==> src/rtl/alu_issue_arbiter.sv <==
// alu_issue_arbiter: round-robin issue of ready ALU reservation-station
// entries onto the single shared ALU, with a one-entry result register
// presented to the CDB through a valid/ready handshake.
// Optional build macro: ALU_ARB_PERF_EN adds perf_busy/perf_stall counters.

package lc3b_types;
    typedef enum logic [2:0] {
        alu_add  = 3'd0,
        alu_and  = 3'd1,
        alu_not  = 3'd2,
        alu_pass = 3'd3,
        alu_sll  = 3'd4,
        alu_srl  = 3'd5,
        alu_sra  = 3'd6
    } lc3b_aluop;
endpackage

module alu_issue_arbiter
    import lc3b_types::*;
#(
    parameter int NUM_RS    = 4,
    parameter int TAG_WIDTH = 3
) (
    input  logic                 clk,
    input  logic                 rst_n,
    input  logic [NUM_RS-1:0]    rs_req,
    input  lc3b_aluop            rs_aluop [NUM_RS],
    input  logic [15:0]          rs_opa   [NUM_RS],
    input  logic [15:0]          rs_opb   [NUM_RS],
    input  logic [TAG_WIDTH-1:0] rs_tag   [NUM_RS],
    output logic [NUM_RS-1:0]    rs_grant,
    output lc3b_aluop            alu_aluop,
    output logic [15:0]          alu_a,
    output logic [15:0]          alu_b,
    input  logic [15:0]          alu_f,
    output logic                 cdb_valid,
    output logic [15:0]          cdb_data,
    output logic [TAG_WIDTH-1:0] cdb_tag,
    input  logic                 cdb_ready,
    input  logic                 flush
`ifdef ALU_ARB_PERF_EN
    ,
    output logic [15:0]          perf_busy,
    output logic [15:0]          perf_stall
`endif
);

    localparam int PTR_W = (NUM_RS > 1) ? $clog2(NUM_RS) : 1;

    logic [PTR_W-1:0]     rr_ptr;
    logic [PTR_W-1:0]     grant_idx;
    logic                 found;
    logic                 issue_ok;
    logic                 grant_en;
    logic                 vld_p1;
    logic [15:0]          data_p1;
    logic [TAG_WIDTH-1:0] tag_p1;

    function automatic logic [15:0] sat_inc(input logic [15:0] v);
        return (v == 16'hFFFF) ? v : v + 16'd1;
    endfunction

    // Reset is folded in so nothing is granted while the block is held in reset.
    assign issue_ok = !vld_p1 || cdb_ready;
    assign grant_en = rst_n && issue_ok && !flush && found;

    // Round-robin search: scan requests starting at rr_ptr, wrapping, first hit wins.
    always_comb begin
        int j;
        found     = 1'b0;
        grant_idx = '0;
        j         = 0;
        for (int k = 0; k < NUM_RS; k++) begin
            j = int'(rr_ptr) + k;
            if (j >= NUM_RS) j = j - NUM_RS;
            if (!found && rs_req[j]) begin
                found     = 1'b1;
                grant_idx = PTR_W'(j);
            end
        end
    end

    // Stage p0: one-hot grant and shared-ALU operand mux (idle ALU sees pass of 0).
    always_comb begin
        rs_grant  = '0;
        alu_aluop = alu_pass;
        alu_a     = 16'h0000;
        alu_b     = 16'h0000;
        if (grant_en) begin
            rs_grant[grant_idx] = 1'b1;
            alu_aluop           = rs_aluop[grant_idx];
            alu_a               = rs_opa[grant_idx];
            alu_b               = rs_opb[grant_idx];
        end
    end

    // Stage p1: result register and pointer; flush beats issue, issue beats drain.
    always_ff @(posedge clk) begin
        if (!rst_n) begin
            vld_p1  <= 1'b0;
            data_p1 <= '0;
            tag_p1  <= '0;
            rr_ptr  <= '0;
        end else if (flush) begin
            vld_p1  <= 1'b0;
        end else if (grant_en) begin
            vld_p1  <= 1'b1;
            data_p1 <= alu_f;
            tag_p1  <= rs_tag[grant_idx];
            rr_ptr  <= (grant_idx == PTR_W'(NUM_RS - 1)) ? '0 : grant_idx + PTR_W'(1);
        end else if (vld_p1 && cdb_ready) begin
            vld_p1  <= 1'b0;
        end
    end

    assign cdb_valid = vld_p1;
    assign cdb_data  = data_p1;
    assign cdb_tag   = tag_p1;

`ifdef ALU_ARB_PERF_EN
    // Saturating utilisation and CDB-stall counters, cleared only by reset.
    always_ff @(posedge clk) begin
        if (!rst_n) begin
            perf_busy  <= '0;
            perf_stall <= '0;
        end else begin
            if (grant_en)
                perf_busy <= sat_inc(perf_busy);
            if ((|rs_req) && vld_p1 && !cdb_ready)
                perf_stall <= sat_inc(perf_stall);
        end
    end
`endif

endmodule

==> config.mk <==
export PLATFORM = sky130hd
export DESIGN_NAME = alu_issue_arbiter
export DESIGN_NICKNAME = d
export VERILOG_FILES = /design/src/rtl/alu_issue_arbiter.sv
export SDC_FILE = /design/constraint.sdc
export NUM_CORES = 1
export LEC_CHECK = 0
export ABC_CLOCK_PERIOD_IN_PS = 2500
export CORE_ASPECT_RATIO = 0.7
export CORE_UTILIZATION = 30
export DETAILED_ROUTE_END_ITERATION = 16
export PLACE_DENSITY = 0.88
export REMOVE_ABC_BUFFERS = 1
export SLEW_MARGIN = 15
export SYNTH_ARGS = -nofsm -noshare
export SYNTH_HDL_FRONTEND = slang
export SYNTH_SLANG_ARGS = --single-unit
==> constraint.sdc <==
create_clock -name clk -period 2.5 [get_ports clk]
set_clock_uncertainty 0.15 [all_clocks]
set_input_delay 0.5 -clock clk [delete_from_list [all_inputs] [get_ports clk]]
set_output_delay 0.5 -clock clk [all_outputs]
set_load 0.005 [all_outputs]
* Word-level counts from Yosys, hierarchy flattened
Index checks and enable logic that the tools add are counted.
Storage, ports and cells: register bits after elaboration 22, bits in latches 0, bits in writable memories 0, bits in read-only memories 0, output and inout bits 59, logic and storage cells 89, memories 0
Cells by class: $add $sub $neg 8, multipliers 0, divide/modulo/power cells 0, $lt $le $gt $ge 11, equality and inequality tests 1, shifts and indexed selects 0, multiplexer cells 45, bitwise operators 3, reductions and logical operators 17
Operators by type and width (number):
- 32-bit by 4-bit less-than comparator with 1-bit output (second input constant) | 4
- 32-bit 2-to-1 mux | 4
- 16-bit 2-to-1 mux | 6
- 16-bit binary-select mux with 2-bit select | 2
- 1-bit 2-to-1 mux | 15
- 3-bit 2-to-1 mux | 5
- 3-bit binary-select mux with 2-bit select | 2
- 3-bit >= comparator (second input constant) | 4
- 3-bit by 3-bit subtractor with 4-bit output (second input constant) | 3
- 2-bit 2-to-1 mux | 5
- 1-bit binary-select mux with 2-bit select | 4
- 1-bit logical AND | 8
- 2-bit by 2-bit adder with 3-bit output (second input constant) | 2
- 1-bit zero test | 5
- 4-bit 2-to-1 mux | 1
- 2-bit by 3-bit subtractor with 4-bit output (second input constant) | 1
- 2-bit by 1-bit adder with 3-bit output (second input constant) | 1
- 2-bit by 3-bit >= comparator with 1-bit output (second input constant) | 1
- 2-bit by 3-bit less-than comparator with 1-bit output (second input constant) | 1
- 2-bit NOT with 3-bit output | 1
- 2-bit by 1-bit adder with 2-bit output (second input constant) | 1
- 1-bit demux with 2-bit select | 1
- 2-bit equality test (second input constant) | 1
- 2-bit by 1-bit >= comparator with 1-bit output (second input constant) | 1
- 5 further kinds | 6

* Depth between registers and ports, before layout
depth in word-level cells 20, mapped depth 8, depth with buffers taken out 7

* Worst setup path before layout
No wires, ideal clock.
kind input-to-output, from input port rs_req[1], to output port alu_a[0], data arrival time 1.701 ns, data required time 1.850 ns, slack 0.149 ns, stages 6, buffers on the path 2, cell sequence nand2b_1 o221ai_2 buf_2 buf_2 nand3_1 a311oi_1
On the way: cells in the longest elaborated chain, start to end 18, elaborated cells on any way between the ends 32, classes of those cells mux: 24; bitwise: 1; reduce/logical: 7
RTL lines:
- start: declaration | RTL line 26 | input logic [NUM_RS-1:0] rs_req,
- 1-bit binary-select mux with 2-bit select | RTL line 76 | if (!found && rs_req[j]) begin
- 1-bit 2-to-1 mux (implied by the code) (2 in a row) | RTL line 76
- 1-bit 2-to-1 mux | RTL line 76
- 1-bit zero test | RTL line 76
- 1-bit logical AND | RTL line 76
- 1-bit 2-to-1 mux | RTL line 76
- 1-bit zero test | RTL line 76
- 1-bit logical AND | RTL line 76
- 1-bit 2-to-1 mux | RTL line 76
- 1-bit zero test | RTL line 76
- 1-bit logical AND | RTL line 76
- 2-bit 2-to-1 mux | RTL line 76
- 2-bit NOT with 3-bit output (implied by the code) | RTL line 92 | alu_a = rs_opa[grant_idx];
- 16-bit binary-select mux with 2-bit select | RTL line 92
- 16-bit 2-to-1 mux (implied by the code) (2 in a row) | RTL line 92
- 16-bit 2-to-1 mux * | RTL line 89 | if (grant_en) begin
- end: declaration | RTL line 33 | output logic [15:0] alu_a,
Every way passes the cells marked *; elsewhere a longest branch is shown, timed or not. The select of a mux whose other input is x is not followed.

* Worst setup path in the final report
from register rr_ptr[1], to output port alu_b[6]
On the way: cells in the longest elaborated chain, start to end 20, elaborated cells on any way between the ends 47, classes of those cells add/sub: 7; order compare: 4; mux: 28; bitwise: 1; reduce/logical: 7
RTL lines:
- start: declaration | RTL line 50 | logic [PTR_W-1:0] rr_ptr;
- start signal: assignment | RTL line 110 | rr_ptr <= (grant_idx == PTR_W'(NUM_RS - 1)) ? '0 : grant_idx + PTR_W'(1);
- branches (longest 19 deep; another with 3-bit by 3-bit subtractor with 4-bit output)
- 16-bit 2-to-1 mux * | RTL line 89
- end: declaration | RTL line 34 | output logic [15:0] alu_b,
Every way passes the cells marked *. The select of a mux whose other input is x is not followed.

==> impl_results.md <==
- DRC Markers: 0
- Clock Tree Buf Depth: 2
- CP Launch Type: flop
- Cell Pwr Density: 333 mW/mm^2
- Cell Chain, Critical Path: buf_12 > buf_6 > a211oi_4 > buf_12 > buf_8 > buf_4 > a211oi_1 > a311oi_1 > buf_2
- DIE AREA: 0.00802 sq mm
- Seq/Total Area, Yosys: 19.2%
- Minimum clock period: 2860 ps
- Die Y: 75.2 microns
- Initial DRC count: 439
- DR vias/cell: 6.08
- Cell variety after synth: 30
- Final worst-path cycle share: 114%
- Worst-Skew Late Latency: 270 ps
- Design area: 0.00650 sq mm
- Hold Buf Count CTS: 0
- Hold WC Path Type: flop to flop
- Critical Path Most Common Cell: buf_12
- Slowest-stage cell, CP: dfxtp_4
- Highest fanout seen on the critical path: 13
- Grt ovf: 0
- Area of the core: 0.00735 sq mm
- First-pass GRT wire length: 20800 microns
- Peak supply drop: 291 uV
- Antenna violations before repair: 0
- Syn-to-layout area delta: 183%
- DR WL/cell: 24.0 microns
- Flop2flop setup slack: 340 ps
- FP Rows: 26
- Final wirelength: 17600 microns
- Sinks on Clock Net: 22
- Rel. slew slack: 60.9%
- All-Layer GR Usage: 33.5%
- CP Capture Type: primary output
- TritonCTS Buffers: 3
- Initial Utilization: 31.2%
- ANT nets after route: 0
- Critical path class: flop to primary output
- Cells after Synth: 332
- Ports: 235
- Synth warnings: 0
- Clock transition at path regs: 80 ps
- Fmax: 350 MHz
- Synthesized cell area: 0.00230 sq mm
- DIE WIDTH: 107 microns
- HPWL Detailed: 8900 microns
- Worst reg-to-reg path cell count: 11
- Req. time, crit path: 1850 ps
- Largest net degree at the start of global routing: 36
- Max_cap viols: 0
- GP Congestion: 0.848
- Vias: 4448
- Outcome: complete, but fails checks
- Final #Nets: 816
- Vias in the first global route: 3995
- Crit path DAT: 2210 ps
- Violated checks: negative setup slack
- Root Buffer: clkbuf_8
- #FFs+latches synth: 22
- Layout cells sized above 1: 40.1%
- Crit. Startpoint: rr_ptr[1]$_SDFFE_PN0P_
- Final WS setup: -358 ps
- Max incr delay on CP: 370 ps
- CTS tree: yes
- Mean area per synthesized cell: 6.92 sq um
- Final Max Slew Viols: 0
- Drt first pass iters: 5
- Endpoints failing setup: 39
- # diodes: 0
- Fill count: 333
- Pin slew with the least headroom to its limit: 584 ps
- Worst R2R Start: rr_ptr[1]$_SDFFE_PN0P_
- Total Power: 2.16 mW
- Leakage Power: 2.65 nW
- H-tree Lvls: 1
- Final Hold Viols: 0
- RSZ-0062 raised after global routing: true
- Worst setup endpoint: alu_b[6]
- Post-DP Area: 0.00502 sq mm
- IO Port Bufs: 234
- FF-to-FF End: cdb_tag[2]$_SDFFE_PN0P_
-- where the power goes --
part / internal, mW / switching [mW] / total [mW]
logic: 0.892 / 0.661 / 1.55
clock network: 0.108 / 0.118 / 0.225
registers: 0.371 / 0.0134 / 0.385
total: 1.37 / 0.792 / 2.16
-- Yosys cell counts --
master	count	area share (%)
a311oi_1	33	13
a21boi_0	14	4.6
nor4_1	1	0.27
clkbuf_1	21	3.4
a21o_2	1	0.38
nand2b_1	3	0.82
o221ai_2	1	0.65
a211oi_2	1	0.54
o2bb2ai_1	1	0.38
a21boi_1	3	0.98
nand2_1	70	11
buf_4	1	0.33
nor2b_1	2	0.54
o21ai_0	2	0.44
and2_1	5	1.4
a211oi_1	37	12
buf_1	1	0.16
a21oi_1	1	0.22
inv_1	5	0.82
dfxtp_1	22	19
nor3_2	1	0.44
ha_1	4	2.2
o211a_1	1	0.44
nor2_1	2	0.33
buf_2	16	3.5
o221ai_1	3	1.1
or3_1	1	0.27
and3_1	37	10
mux2i_1	6	2.6
nand3_1	36	7.8
-- how the worst min path moves through the flow --
stage          cells after the start                   endpoint                       from
4_1_cts                            2  cdb_data[11]$_SDFFE_PN0P_  cdb_data[11]$_SDFFE_PN0P_
2_1_floorplan                      2  cdb_data[11]$_SDFFE_PN0P_  cdb_data[11]$_SDFFE_PN0P_
3_5_place_dp                       2  cdb_data[11]$_SDFFE_PN0P_  cdb_data[11]$_SDFFE_PN0P_
3_3_place_gp                       2  cdb_data[12]$_SDFFE_PN0P_  cdb_data[12]$_SDFFE_PN0P_
6_report                           2   cdb_data[6]$_SDFFE_PN0P_   cdb_data[6]$_SDFFE_PN0P_
5_1_grt                            2  cdb_data[11]$_SDFFE_PN0P_  cdb_data[11]$_SDFFE_PN0P_
-- layer usage --
metal	part of all wire (%)	routed length, microns	vias up	track usage, %
met5	0	0	-	0
met4	7.3	1290	0	16.9
met3	8.6	1510	137	9.70
met2	48	8490	353	58.9
met1	36	6310	2098	38.0
li1	-	-	1860	-
-- placed cells by master, fill, tap and decap left out, drive strengths merged, types with 2 or more instances in the layout --
cell type,count
a211oi,38
a21boi,17
a311oi,33
and2,5
and3,37
buf,144
clkbuf,8
clkdlybuf4s50,188
dfxtp,22
ha,4
inv,4
mux2i,6
nand2,70
nand2b,3
nand3,36
nor2,2
nor2b,2
o21ai,2
o221ai,4
-- layout make-up --
class / instances / area (sq um) / area share, %
Timing Repair Buffer: 338 / 3530 / 54.3
Multi-Input combinational cell: 266 / 2330 / 35.8
Sequential cell: 22 / 448 / 6.89
Tap cell: 98 / 123 / 1.89
Clock buffer: 3 / 41.3 / 0.635
Inverter: 5 / 30.0 / 0.462
-- sequential cells by signal (all words and copies together) (netlist names) --
signal,cells
cdb_data,16
cdb_tag,3
rr_ptr,2
cdb_valid,1
-- critical path, delay by kind of cell, from the launching register on --
family                 cells  cell delay [ps]
DFF                        1              370
buffers and inverters      6              950
AOI/OAI and AO/OA          3              610
-- timing repair --
item                                   4_1_cts  5_1_grt
pin swaps                                   58       52
resized for setup                          310       58
gates cloned                                 9        5
endpoints found under the hold margin        0        0
buffers inserted                            39       14
setup endpoints to repair                   54       38
-- kinds of logic after synthesis --
group                    after synthesis  synth area share (%)
AO/OA/AOI/OAI                         98                  34.4
adder cells (fa/ha/maj)                4                  2.18
buffers and inverters                 44                  8.22
flip-flops                            22                  19.2
multiplexers                           6                  2.61
AND/OR/NAND/NOR                      158                  33.4
-- stage by stage --
step	util [%]	setup TNS [ps]	hold slack (ps)	setup WS [ps]	cells
after floorplan	-	-97060	301	-2390	293
after global placement	68.3	-37900	291	-952	666
after detailed placement	68.3	-40950	303	-1010	666
after CTS	81.7	-4250	313	-187	717
after global routing	88.4	-11670	343	-429	732
final	88.4	-9330	313	-358	732
No activity file was read; power rests on OpenSTA's default activity.
==> edit: new RTL, config.mk and constraints unchanged <==
The parameter `TAG_WIDTH` goes from 3 to 6.
--- a/src/rtl/alu_issue_arbiter.sv
+++ b/src/rtl/alu_issue_arbiter.sv
@@ -20,5 +20,5 @@
 #(
     parameter int NUM_RS    = 4,
-    parameter int TAG_WIDTH = 3
+    parameter int TAG_WIDTH = 6
 ) (
     input  logic                 clk,
Interface: changed (resized cdb_tag and rs_tag); port bits go from 235 to 250. The function was not compared with the original's and may differ.
==> edit against the unedited design <==
The flow still finishes with violations (negative setup slack). Cell area down 6.2%. Power down 1.7%. Sequential power up 15%. Sequential share of layout area up 1.4 points. Wire length down 17%. Sequential cell count up 3. Synthesized area up 6.1%. Global-route usage down 1.3 points. Setup slack better by 0.19 ns. Critical endpoint is now alu_b[1]. Die area up 6.0%.
==> edit: results (changes against the unedited design) <==
Status
  • Run status: complete, but fails checks
  • Violations in the final reports: negative setup slack

Timing
  • Worst slew margin relative to its limit: 72.2% (+11 points)
  • Final-layout setup total negative slack: -3.41 ns (+5.91 ns)
  • Count of endpoints failing setup in the final report: 39 (unchanged)
  • Final Worst Setup Slack: -0.167 ns (+0.191 ns)

Drt
  • Number of optimization iterations in the first detailed-route pass: 4 (-1)
  • Number of DRC markers in iteration 0: 263 (-40%)
  • Average wire per cell in the routed design: 20.2 um (-16%)
  • Vias per std cell: 5.59 (-8.0%)

Logic synthesis
  • Yosys Warn Count: 0 (unchanged)
  • Largest cells by area after synthesis: dfxtp_1, nand2_1, a311oi_1, a211oi_1, and3_1
  • Proportion of synthesized area in mux cells: 4.93% (+2.3 points)
  • Proportion of synthesized chip area in sequential cells: 20.5% (+1.4 points)
  • Arithmetic-cell share of the synthesized area counting full adders, half adders and majority gates: 2.05% (-0.13 points)
  • Post-synth top cells: nand2_1, a211oi_1, and3_1
  • Compound-Gate Fraction of Synth Area: 33.8% (-0.64 points)
  • Count of mapped cells out of synthesis: 345 (+3.9%)

Global routing
  • GRT met3 Usage: 8.15% (-1.5 points)
  • Global routing usage on met1: 39.5% (+1.5 points)
  • Maximum number of pins on one net before global-route repair: 38 (+5.6%)
  • Aggregate global-route resource usage: 32.2% (-1.3 points)
  • Global-route track usage on met2: 53.5% (-5.4 points)

Place
  • Half-perimeter wire length after placement: 9070 um (+1.9%)
  • Cell Count Post-Placement: 685 (+2.9%)
  • Buffers on Ports: 249 (+6.4%)
  • Worst slack, placed: -1.05 ns (-0.0422 ns)
  • Final weighted congestion in routability-driven placement: 0.868 (+2.3%)

Critical path
  • Start point of the critical path: rs_req[0]
  • Arr. time, crit path: 2.02 ns (-0.19 ns)
  • Maximum net fanout on the critical path: 17 (+4)
  • Worst r2r path cells: 9 (-2)
  • Startpoint of the most critical register-to-register path: rr_ptr[0]$_SDFFE_PN0P_
  • Worst R2R Setup Slack: 0.26 ns (-0.08 ns)
  • Cell with the biggest individual delay on the critical path: a211oi_2
  • Critical path's top delay family: compound AO/OA/AOI/OAI gates
  • Capture point of the worst reg-to-reg path: cdb_tag[1]$_SDFFE_PN0P_

Cells and area
  • Final net count: 809 (-0.86%)
  • Share of final-layout standard cells stronger than drive strength 1: 31.8% (-8.2 points)
  • Final Non-Filler Cells: 717 (-2.0%)

Power
  • IR Drop Worst-Case VDD: 0.315 mV (+8.4%)
  • Leakage power of the design: 2.52 nW (-4.8%)
## edit: cell count changes in the layout (fill, tap and decap cells not counted), moves of 15 or more
cell / unedited run / this run
and3_1: 18 / 37
nand2_1: 66 / 84
and3_4: 19 / 0
buf_6: 26 / 10
nand3_1: 36 / 6
clkdlybuf4s50_1: 188 / 203
buf_4: 47 / 24
## edit: cell type report
type | count | area, um^2
Tap cell | 101 | 126
Clock buffer | 3 | 75.1
Timing Repair Buffer | 304 | 3100
Fill cell | 516 | 1770
Sequential cell | 25 | 505
Multi-Input combinational cell | 278 | 2250
Inverter | 5 | 33.8
Clock inverter | 1 | 7.51
## edit: where the power goes
group	total, mW	internal [mW]	switching, mW
Sequential	0.441	0.426	0.0157
Clock	0.373	0.218	0.155
Combinational	1.31	0.749	0.561
## edit: worst min-delay path by stage
stage / from / endpoint / slack [ns]
floorplan: cdb_data[0]$_SDFFE_PN0P_ / cdb_data[0]$_SDFFE_PN0P_ / 0.31
global placement: cdb_data[3]$_SDFFE_PN0P_ / cdb_data[3]$_SDFFE_PN0P_ / 0.30
detailed placement: cdb_data[11]$_SDFFE_PN0P_ / cdb_data[11]$_SDFFE_PN0P_ / 0.31
CTS: cdb_data[2]$_SDFFE_PN0P_ / cdb_data[2]$_SDFFE_PN0P_ / 0.32
global route: cdb_data[8]$_SDFFE_PN0P_ / cdb_data[8]$_SDFFE_PN0P_ / 0.33
finish: cdb_data[2]$_SDFFE_PN0P_ / cdb_data[2]$_SDFFE_PN0P_ / 0.31
## edit: routing by layer
metal	wire length, um	share of wire [%]
met5	0	0
met4	507	3.5
met3	1060	7.3
met2	7110	49
met1	5830	40
## edit: what timing repair did
action,4_1_cts,5_1_grt
gates resized for setup,264,57
setup endpoints to repair,39,39
buffers inserted,13,7
pin swaps,33,31
gates cloned,10,1
